===== src/rtl/clock_pkg.sv =====
// Shared field width, field limits and wrap helper for the time_counter clock core.
package clock_pkg;

   localparam int TIME_W   = 6;
   localparam int SEC_MAX  = 59;
   localparam int MIN_MAX  = 59;
   localparam int HOUR_MAX = 23;

   typedef struct packed {
      logic [TIME_W-1:0] hour;
      logic [TIME_W-1:0] min;
   } hm_t;

   // Modulo increment; anything at or beyond the limit folds back to zero.
   function automatic logic [TIME_W-1:0] wrap_inc(input logic [TIME_W-1:0] v, input int max);
      logic [TIME_W-1:0] max_v;
      max_v = TIME_W'(max);
      if (v >= max_v) begin
         return {TIME_W{1'b0}};
      end else begin
         return v + {{(TIME_W-1){1'b0}}, 1'b1};
      end
   endfunction

endpackage


===== src/rtl/time_counter_mod_counter.sv =====
// Modulo-(MAX+1) counter used for the seconds, minutes and hours fields.
module mod_counter
   import clock_pkg::*;
#(
   parameter int W   = TIME_W,
   parameter int MAX = SEC_MAX
) (
   input  logic         clk,
   input  logic         rst,
   input  logic         inc,
   input  logic         clr,
   output logic [W-1:0] q,
   output logic         carry
);

   localparam logic [W-1:0] MAX_V = W'(MAX);
   localparam logic [W-1:0] ONE_V = W'(1);

   logic [W-1:0] q_r;
   logic         at_max_s;

   assign at_max_s = (q_r >= MAX_V);
   assign carry    = inc & (q_r == MAX_V);
   assign q        = q_r;

   // Field register: clear beats increment, increment wraps at MAX.
   always_ff @(posedge clk) begin
      if (rst) begin
         q_r <= {W{1'b0}};
      end else if (clr) begin
         q_r <= {W{1'b0}};
      end else if (inc) begin
         q_r <= at_max_s ? {W{1'b0}} : (q_r + ONE_V);
      end else begin
         q_r <= q_r;
      end
   end

endmodule


===== src/rtl/time_counter.sv =====
// Digital-clock time base: 1 Hz prescaler, sec/min/hour fields and button set mode.
// Optional alarm compare is built when the ALARM_EN macro is defined.
module time_counter
   import clock_pkg::*;
#(
   parameter int TICK_DIV = 50000000
) (
   input  logic              clk,
   input  logic              rst,
   input  logic              run,
   input  logic              set_mode,
   input  logic              inc_min,
   input  logic              inc_hour,
   input  logic              clr_sec,
   output logic [TIME_W-1:0] sec,
   output logic [TIME_W-1:0] min,
   output logic [TIME_W-1:0] hour,
   output logic              sec_tick
`ifdef ALARM_EN
   ,
   input  logic [TIME_W-1:0] alarm_min,
   input  logic [TIME_W-1:0] alarm_hour,
   output logic              alarm
`endif
);

   localparam int              PS_W    = (TICK_DIV > 1) ? $clog2(TICK_DIV) : 1;
   localparam logic [PS_W-1:0] PS_LAST = PS_W'(TICK_DIV - 1);
   localparam logic [PS_W-1:0] PS_ONE  = PS_W'(1);

   logic [PS_W-1:0] ps_r;
   logic            counting_s;
   logic            tick_s;
   logic            sec_tick_r;
   logic            inc_min_q_r;
   logic            inc_hour_q_r;
   logic            min_rise_s;
   logic            hour_rise_s;
   logic            set_min_s;
   logic            set_hour_s;
   logic            sec_inc_s;
   logic            sec_clr_s;
   logic            min_inc_s;
   logic            hour_inc_s;
   logic            sec_carry_s;
   logic            min_carry_s;
   logic            hour_carry_unused;

   assign counting_s = run & ~set_mode;
   assign tick_s     = counting_s & (ps_r == PS_LAST);

   // Prescaler: free-runs only while counting, otherwise parked at zero.
   always_ff @(posedge clk) begin
      if (rst) begin
         ps_r <= {PS_W{1'b0}};
      end else if (!counting_s) begin
         ps_r <= {PS_W{1'b0}};
      end else if (ps_r == PS_LAST) begin
         ps_r <= {PS_W{1'b0}};
      end else begin
         ps_r <= ps_r + PS_ONE;
      end
   end

   // sec_tick lines up with the cycle in which the advanced time is visible.
   always_ff @(posedge clk) begin
      if (rst) begin
         sec_tick_r <= 1'b0;
      end else begin
         sec_tick_r <= tick_s;
      end
   end

   assign sec_tick = sec_tick_r;

   // Edge detectors track the buttons in every mode so a held button never re-fires.
   always_ff @(posedge clk) begin
      if (rst) begin
         inc_min_q_r  <= 1'b0;
         inc_hour_q_r <= 1'b0;
      end else begin
         inc_min_q_r  <= inc_min;
         inc_hour_q_r <= inc_hour;
      end
   end

   assign min_rise_s  = inc_min & ~inc_min_q_r;
   assign hour_rise_s = inc_hour & ~inc_hour_q_r;
   assign set_min_s   = set_mode & min_rise_s;
   assign set_hour_s  = set_mode & hour_rise_s;

   // Carries only ripple on ticks; set-mode edits never carry into the next field.
   assign sec_inc_s  = tick_s;
   assign sec_clr_s  = set_mode & clr_sec;
   assign min_inc_s  = (tick_s & sec_carry_s) | set_min_s;
   assign hour_inc_s = (tick_s & min_carry_s) | set_hour_s;

   mod_counter #(.W(TIME_W), .MAX(SEC_MAX)) u_sec (
      .clk   (clk),
      .rst   (rst),
      .inc   (sec_inc_s),
      .clr   (sec_clr_s),
      .q     (sec),
      .carry (sec_carry_s)
   );

   mod_counter #(.W(TIME_W), .MAX(MIN_MAX)) u_min (
      .clk   (clk),
      .rst   (rst),
      .inc   (min_inc_s),
      .clr   (1'b0),
      .q     (min),
      .carry (min_carry_s)
   );

   mod_counter #(.W(TIME_W), .MAX(HOUR_MAX)) u_hour (
      .clk   (clk),
      .rst   (rst),
      .inc   (hour_inc_s),
      .clr   (1'b0),
      .q     (hour),
      .carry (hour_carry_unused)
   );

`ifdef ALARM_EN
   hm_t  next_hm_s;
   hm_t  alarm_hm_s;
   logic min_step_s;
   logic any_rise_s;
   logic alarm_hit_s;
   logic alarm_r;

   // The alarm compares against the time the current tick is about to produce.
   assign min_step_s  = tick_s & sec_carry_s;
   assign any_rise_s  = min_rise_s | hour_rise_s;
   assign next_hm_s   = {(hour_inc_s ? wrap_inc(hour, HOUR_MAX) : hour), wrap_inc(min, MIN_MAX)};
   assign alarm_hm_s  = {alarm_hour, alarm_min};
   assign alarm_hit_s = min_step_s & (next_hm_s == alarm_hm_s);

   // Alarm latch: a button press silences it, otherwise the next minute change does.
   always_ff @(posedge clk) begin
      if (rst) begin
         alarm_r <= 1'b0;
      end else if (any_rise_s) begin
         alarm_r <= 1'b0;
      end else if (alarm_hit_s) begin
         alarm_r <= 1'b1;
      end else if (min_step_s) begin
         alarm_r <= 1'b0;
      end else begin
         alarm_r <= alarm_r;
      end
   end

   assign alarm = alarm_r;
`endif

endmodule

===== config.mk =====
export PLATFORM = sky130hd
export DESIGN_NAME = time_counter
export DESIGN_NICKNAME = d
export VERILOG_FILES = /design/src/rtl/clock_pkg.sv /design/src/rtl/time_counter_mod_counter.sv /design/src/rtl/time_counter.sv
export SDC_FILE = /design/constraint.sdc
export NUM_CORES = 1
export LEC_CHECK = 0
export CORE_ASPECT_RATIO = 1.5
export CORE_MARGIN = 2
export CORE_UTILIZATION = 59
export CTS_CLUSTER_DIAMETER = 30
export DETAILED_ROUTE_END_ITERATION = 10
export GPL_ROUTABILITY_DRIVEN = 1
export GPL_TIMING_DRIVEN = 0
export PLACE_DENSITY = 0.88
export SETUP_SLACK_MARGIN = 0.1
export SLEW_MARGIN = 5
export SYNTH_ARGS = -nofsm -noshare
export SYNTH_HDL_FRONTEND = slang
export SYNTH_SLANG_ARGS = --single-unit

===== constraint.sdc =====
create_clock -name clk -period 5.7 [get_ports clk]
set_input_delay 1.71 -clock clk [delete_from_list [all_inputs] [get_ports clk]]
set_output_delay 1.71 -clock clk [all_outputs]
set_load 0.01 [all_outputs]

* After elaboration in Yosys (flattened, before gate mapping)
Cells that the tools add are included. W data, S select, Z words.
Word-level totals: register bits after elaboration 47, bits of input ports 7, output and inout port bits 19
Operators by class: $add $sub $neg 4, bitwise gates (word level) 17, reductions and logical operators 2, multiplexer cells 3, eq/ne operators 3, order comparisons 3
Operators by type and width (count):
- $add A26 B1 Y26 const B | 1
- $eq A26 B26 Y1 const B | 1
- $add A6 B1 Y6 const B | 3
- $mux W6 | 3
- $eq A6 B6 Y1 const B | 2
- $ge A6 B6 Y1 const B | 2
- $and A1 B1 Y1 | 11
- $ge A6 B5 Y1 const B | 1
- $not A1 Y1 | 4
- $reduce_or A3 Y1 | 1
- $or A1 B1 Y1 | 2
- $reduce_or A2 Y1 | 1

* Longest topological paths before layout
Gate-level depths: netlist (run 1).
depth in word-level cells 9, mapped depth 8, gate-level depth less buffers 6

* Modules after synthesis
A second synthesis (run 1) with hierarchy kept.
Second synthesis, totals: cell total of the unflattened synthesis 243, area, all modules 2203.4 sq um
By module, submodules not included:
- time_counter | seq. area each 580.6 sq um, cells an instance 156, area an instance 1366.3 sq um, instances 1
- mod_counter | seq. area each 120.1 sq um, cells an instance 29, area an instance 279.0 sq um, instances 3

* Least setup slack after synthesis (run 1)
OpenSTA, ideal clock, no wires.
path kind input-to-reg, start point input port set_mode, end point register u_hour.q_r[1], in the netlist u_hour.q[1], path slack 2.708 ns, data required time 5.584 ns, cell stages on the path 5, setup time 0.116 ns, arrival time 2.875 ns, path buffers 1, cell sequence and3b_1 -> a31oi_1 -> or4_1 -> clkbuf_1 -> a41o_1
Between the ends: cells in the longest elaborated chain, start to end 9
RTL lines:
- from (decl) | RTL line time_counter.sv:11 | input logic set_mode,
- $not A1 Y1 | RTL line time_counter.sv:49 | assign counting_s = run & ~set_mode;
- $and A1 B1 Y1 | RTL line time_counter.sv:49
- $and A1 B1 Y1 | RTL line time_counter.sv:50 | assign tick_s = counting_s & (ps_r == PS_LAST);
- $and A1 B1 Y1 | RTL line time_counter_mod_counter.sv:23 | assign carry = inc & (q_r == MAX_V);
- $and A1 B1 Y1 | RTL line time_counter.sv:95 | assign min_inc_s = (tick_s & sec_carry_s) | set_min_s;
- $or A1 B1 Y1 | RTL line time_counter.sv:95
- $and A1 B1 Y1 | RTL line time_counter_mod_counter.sv:23
- $and A1 B1 Y1 | RTL line time_counter.sv:96 | assign hour_inc_s = (tick_s & min_carry_s) | set_hour_s;
- $or A1 B1 Y1 * | RTL line time_counter.sv:96
- to (signal assigned) | RTL line time_counter_mod_counter.sv:29 | q_r <= {W{1'b0}};
- to (signal assigned) | RTL line time_counter_mod_counter.sv:31 | q_r <= {W{1'b0}};
- to (signal assigned) | RTL line time_counter_mod_counter.sv:33 | q_r <= at_max_s ? {W{1'b0}} : (q_r + ONE_V);
- to (decl) | RTL line time_counter_mod_counter.sv:19 | logic [W-1:0] q_r;
Every way passes the cells marked *; elsewhere a longest branch is shown, timed or not. A chain may end at the register's enable or synchronous reset.

* Final worst setup path (run 1)
start point input port set_mode, end point register u_hour.q_r[2], in the netlist u_hour.q[2]
Same word-level chain as after synthesis.

==> flow_summary.yaml, run 1 <==
run_status:
  outcome: "finished, final reports clean"
yosys:
  synth_ff_type: "dfxtp_1"
  netlist_area_sq_mm: 0.00223
  synth_cell_types: 47
  synth_cells: 262
  synth_fp_nets: 273
  yosysSeqAreaShare: 0.422
  syn_area_per_cell_sq_um: 8.51
  synth_seq_cells: 47
  postSynth.asyncResetShare: 0
  ys_warn_count: 0
  synth_edf_count: 0
power:
  p_per_area_mw_per_mm2: 218
  irDropWorstVdd_mv: 0.203
  leakagePower_nw: 0.834
setup_path:
  startpoint_type: "primary input"
  critPathMaxStageDelay_ps: 560
  crit_type: "primary input to flop"
  path_max_fanout: 7
  worst_setup_path_end_kind: "flop"
  worstPathArrival_ps: 3710
  cpMaxStageDelayCell: "clkdlybuf4s50_1"
  required_ps: 5880
  crit_chain: "clkdlybuf4s50_1 -> and3b_1 -> a31oi_1 -> or4_1 -> clkbuf_1 -> a21oi_1 -> o32ai_1"
  rr_worst_depth: 8
min_path:
  hold_path_class: "flop to flop"
  holdPathStages: 2
clocking:
  cts_resized: 0
  ctsHoldBuffers: 0
  clkTransAtPathRegs_ps: 80
  cts_tree: "yes"
  cts_buffers: 5
  post_cts_buffers: 0
  clock_latency_ps: 300
  cts_sinks: 47
  clock_tree.root_cell: "clkbuf_8"
  htree_levels: 2
  cts_max_path_buffers: 2
timing:
  max_clock_freq_ghz: 0.283
  tns_ps: 0
  rsz0062_at_grt: "false"
  period_minus_slack_ps: 3530
  skew_ps: 4.38
  finalHoldViolations: 0
  drv_slew: 0
  worst_pin_slew_ps: 888
  max-slew-margin-rel: 0.402
  finalCritPeriodShare: 0.620
  finalSetupViolations: 0
die:
  coreArea_sq_mm: 0.00365
  initial_core_util: 0.611
  ioPinCount: 26
  die_w_um: 54.2
  die_y_um: 79.3
  row_count: 27
  die_area_sq_mm: 0.00430
route:
  drtAntennaViolNets: 0
  vias: 2019
  drc: 0
  detail_route.first_pass.iterations: 4
  via_per_inst: 5.97
  routed_wl_um: 4760
  wl_per_cell_um: 14.1
  drt_iter0_drc: 48
grt:
  grt.overflow.total: 0
  grt_pass1_wl_um: 7900
  grt_max_degree: 14
  antenna_found_initial: 0
  grt_pass1_vias: 1909
  grt_use_total: 0.245
place:
  port_buffers: 25
  gp_congestion: 0.817
  dp_hpwl_um: 3430
  dp.cells: 330
cells_and_area:
  syn_to_final_growth_pct: 18.1
  nets: 305
  final_util: 0.722
  antennaDiodeCount: 0
  drive_above_1_share: 0.0441
  stdcell_count: 338
flow_run:
  maxCapViolCount: 0
[layout make-up]
type	instances	area, sq um
multi-input combinational	196	1220
fill	281	1010
sequential	47	941
timing repair buffer	25	250
clock buffer	8	100
tap	43	53.8
inverter	12	45.0
buffer	7	28.8
[placed cells by master (no fill, tap or decap), types with 7 or more instances in the layout]
master            n
nand2_1          13
nor2_1           37
clkdlybuf4s50_1  25
inv_1            12
xnor2_1          11
xor2_1           12
nand4_1          11
a21oi_1           9
nand3_1          16
dfxtp_1          47
clkbuf_8          7
o21ai_0          14
[logic make-up (layout without fill, tap and decap cells)]
family | after synthesis | after routing | share of synthesized area
adder cells (fa/ha/maj) | 4 | 4 | 0.0224
buffers and inverters | 19 | 52 | 0.0331
multiplexers | 1 | 1 | 0.00449
AND/OR/NAND/NOR | 121 | 121 | 0.293
flip-flops | 47 | 47 | 0.422
AO/OA/AOI/OAI | 47 | 47 | 0.135
XOR/XNOR | 23 | 23 | 0.0903
[critical path, delay by kind of cell]
| family | cells | cell delay [ps] |
|---|---|---|
| and+or+nand+nor | 2 | 820 |
| buffers and inverters | 2 | 740 |
| AOI/OAI and AO/OA | 3 | 430 |
[per-stage QoR]
stage	worst slack, ps	instance area, sq um	power (mW)	hold WS, ps
floorplan	2710	2230	0.353	430
global placement	1920	2530	0.365	439
detailed placement	1900	2530	0.366	460
CTS	2180	2640	0.579	471
global route	2060	2640	0.591	504
finish	2170	2640	0.574	462
[per-layer routing]
| layer | wire, um | GRT usage |
|---|---|---|
| met4 | 137 | 0.120 |
| met1 | 1890 | 0.248 |
| met3 | 196 | 0.0489 |
| met5 | 0 | 0 |
| met2 | 2540 | 0.448 |
[report_power, final]
part	internal (mW)	switching (mW)
sequential	0.331	0.00261
combinational	0.0111	0.0140
clock	0.111	0.105
total	0.452	0.122
[state kept, by name (all words and copies together) (netlist names)]
name and cells:
ps_r 26, u_hour.q 6, u_min.q 6, u_sec.q 6, inc_hour_q_r 1, inc_min_q_r 1, sec_tick 1
[final timing paths]
| path | slack [ps] | from | end |
|---|---|---|---|
| max | 2170 | set_mode | u_hour.q[2]$_SDFFE_PP0P_ |
| min | 460 | u_sec.q[5]$_SDFFE_PP0N_ | u_sec.q[5]$_SDFFE_PP0N_ |
| max reg2reg | 3080 | ps_r[0]$_SDFF_PP0_ | u_min.q[3]$_SDFFE_PP0P_ |
| min reg2reg | 460 | u_sec.q[5]$_SDFFE_PP0N_ | u_sec.q[5]$_SDFFE_PP0N_ |
[synthesized netlist by cell type (all sizes together) (2+ instances only)]
master,instances,share of area
or3,6,0.019
nor2b,4,0.011
nor4b,3,0.012
xnor2,11,0.043
xor2,12,0.047
a21oi,9,0.020
a31oi,4,0.011
nor3b,3,0.010
nor4,4,0.011
o21ai,17,0.038
dfxtp,47,0.42
nand4,11,0.031
or4,5,0.019
clkbuf,5,0.0084
nor3,4,0.0090
ha,4,0.022
buf,2,0.0045
and3b,2,0.0079
nor2,37,0.062
o211ai,2,0.0067
inv,12,0.020
a211oi,2,0.0067
and3,5,0.014
nand2,13,0.022
nand3b,3,0.010
o21a,2,0.0067
nand3,17,0.040
(Power assumes the default switching activity.)
==> run 2: changes to the inputs <==
--- a/config.mk
+++ b/config.mk
@@ -7,12 +7,12 @@
 export LEC_CHECK = 0
 export CORE_ASPECT_RATIO = 1.5
 export CORE_MARGIN = 2
-export CORE_UTILIZATION = 59
+export CORE_UTILIZATION = 55
 export CTS_CLUSTER_DIAMETER = 30
 export DETAILED_ROUTE_END_ITERATION = 10
 export GPL_ROUTABILITY_DRIVEN = 1
 export GPL_TIMING_DRIVEN = 0
-export PLACE_DENSITY = 0.88
+export PLACE_DENSITY = 0.84
 export SETUP_SLACK_MARGIN = 0.1
 export SLEW_MARGIN = 5
 export SYNTH_ARGS = -nofsm -noshare
==> constraint.sdc (replaced) <==
create_clock -name clk -period 3.45 [get_ports clk]
set_input_delay 1.035 -clock clk [delete_from_list [all_inputs] [get_ports clk]]
set_output_delay 1.035 -clock clk [all_outputs]
set_load 0.01 [all_outputs]
==> flow_summary.yaml, run 2 (synthesis results as in run 1) <==
timing:
  drv_slew: 0
  finalHoldViolations: 0
  rsz0062_at_grt: "false"
  tns_ps: 0
  period_minus_slack_ps: 2870
  finalCritPeriodShare: 0.831
  skew_ps: 16.0
  max_clock_freq_ghz: 0.349
  max-slew-margin-rel: 0.452
  worst_pin_slew_ps: 814
  finalSetupViolations: 0
cells_and_area:
  antennaDiodeCount: 0
  nets: 305
  syn_to_final_growth_pct: 19.0
  final_cell_mix: "dfxtp_1 (47), nor2_1 (37), clkdlybuf4s50_1 (25)"
  layout_commonest_cell: "dfxtp_1"
  drive_above_1_share: 0.0475
  top_register: "ps_r"
  largest_register_ff_count: 26
clocking:
  cts_sinks: 47
  cts_tree: "yes"
  post_cts_buffers: 0
  cts_resized: 0
  clkTransAtPathRegs_ps: 100
  clock_tree.root_cell: "clkbuf_8"
  cts_buffers: 5
  ctsHoldBuffers: 0
  htree_levels: 2
  cts_max_path_buffers: 2
  clock_latency_ps: 310
die:
  coreArea_sq_mm: 0.00392
  die_area_sq_mm: 0.00459
  row_count: 28
  initial_core_util: 0.569
  die_w_um: 56
  die_y_um: 82
  ioPinCount: 26
grt:
  grt_pass1_vias: 1920
  grt_use_total: 0.226
  grt.overflow.total: 0
  grt_max_degree: 15
  grt_pass1_wl_um: 8260
  antenna_found_initial: 0
min_path:
  holdPathStages: 2
  hold_start: "u_sec.q[5]$_SDFFE_PP0N_"
  hold_path_class: "flop to flop"
  hold_end: "u_sec.q[5]$_SDFFE_PP0N_"
power:
  p_int_uw: 799
  leakagePower_nw: 0.843
  p_switching_uw: 215
  p_per_area_mw_per_mm2: 382
  irDropWorstVdd_mv: 0.368
  power_mw: 1.01
  swShare: 0.212
  power_frac_seq: 0.543
  power.share.combinational: 0.041
  pwr-share-clk: 0.417
route:
  drc: 0
  drt_iter0_drc: 75
  detail_route.first_pass.iterations: 4
  vias: 2016
  wl_per_cell_um: 14.4
  routed_wl_um: 4890
  drtAntennaViolNets: 0
  via_per_inst: 5.93
place:
  dp_hpwl_um: 3630
  port_buffers: 25
  gp_congestion: 0.905
setup_path:
  worstPathArrival_ps: 3060
  r2r-start: "ps_r[0]$_SDFF_PP0_"
  worst_setup_path_end_kind: "flop"
  startpoint_type: "primary input"
  crit_type: "primary input to flop"
  path_max_fanout: 7
  required_ps: 3640
  rrSetupSlack_ps: 1010
  rr_worst_depth: 8
  reg2reg_to: "u_min.q[3]$_SDFFE_PP0P_"
flow_run:
  maxCapViolCount: 0
run_status:
  outcome: "finished, final reports clean"
[run 2: cell types whose count changed in the layout (fill, tap and decap cells not counted), sizes merged]
cell / before / now
bufinv: 0 / 1
clkbuf: 13 / 11
clkinv: 0 / 1
[run 2: stage by stage]
stage | instance area [sq um] | instances | worst slack [ps] | util | hold WS [ps]
finish | 2660 | 340 | 582 | 0.677 | 459
global route | 2660 | 340 | 434 | 0.677 | 508
detailed placement | 2540 | 332 | 279 | 0.647 | 454
global placement | 2540 | 332 | 318 | 0.647 | 441
floorplan | 2230 | 262 | 1130 | - | 430
CTS | 2660 | 340 | 601 | 0.677 | 467
[run 2: final cells by class]
class | count | area (sq um)
fill | 344 | 1270
multi-input combinational | 196 | 1220
inverter | 12 | 45.0
sequential | 47 | 941
clock buffer | 6 | 82.6
timing repair buffer | 25 | 250
tap | 45 | 56.3
buffer | 7 | 28.8
clock inverter | 2 | 35.0
[run 2: worst max path at each step]
stage / slack [ps] / to / cells after the start / start
finish: 580 / u_hour.q[2]$_SDFFE_PP0P_ / 7 / set_mode
global route: 430 / u_hour.q[2]$_SDFFE_PP0P_ / 7 / set_mode
CTS: 600 / u_hour.q[2]$_SDFFE_PP0P_ / 7 / set_mode
detailed placement: 280 / u_hour.q[2]$_SDFFE_PP0P_ / 7 / set_mode
global placement: 320 / u_hour.q[2]$_SDFFE_PP0P_ / 7 / set_mode
floorplan: 1130 / u_hour.q[1]$_SDFFE_PP0P_ / 5 / set_mode
[run 2: critical path, stage by stage]
cell and delay, ps:
clkdlybuf4s50_1 580, and3b_1 320, a31oi_1 140, or4_1 500, clkbuf_1 190, a21oi_1 200
o32ai_1 90
[run 2: per-layer routing]
| metal | up-vias | wire [um] | share of wire | track usage |
|---|---|---|---|---|
| met5 | - | 0 | 0 | 0 |
| met2 | 29 | 2690 | 0.55 | 0.425 |
| met1 | 970 | 1980 | 0.40 | 0.236 |
| met4 | 0 | 90 | 0.018 | 0.117 |
| met3 | 8 | 133 | 0.027 | 0.0472 |
| li1 | 1009 | - | - | - |
[run 2: power groups by stage]
| stage | clock [mW] | sequential, mW | combinational, mW |
|---|---|---|---|
| after floorplan | 0 | 0.564 | 0.0196 |
| after global placement | 0 | 0.563 | 0.0403 |
| after detailed placement | 0 | 0.563 | 0.0410 |
| after CTS | 0.426 | 0.550 | 0.0413 |
| after global routing | 0.443 | 0.551 | 0.0455 |
| final | 0.423 | 0.550 | 0.0414 |
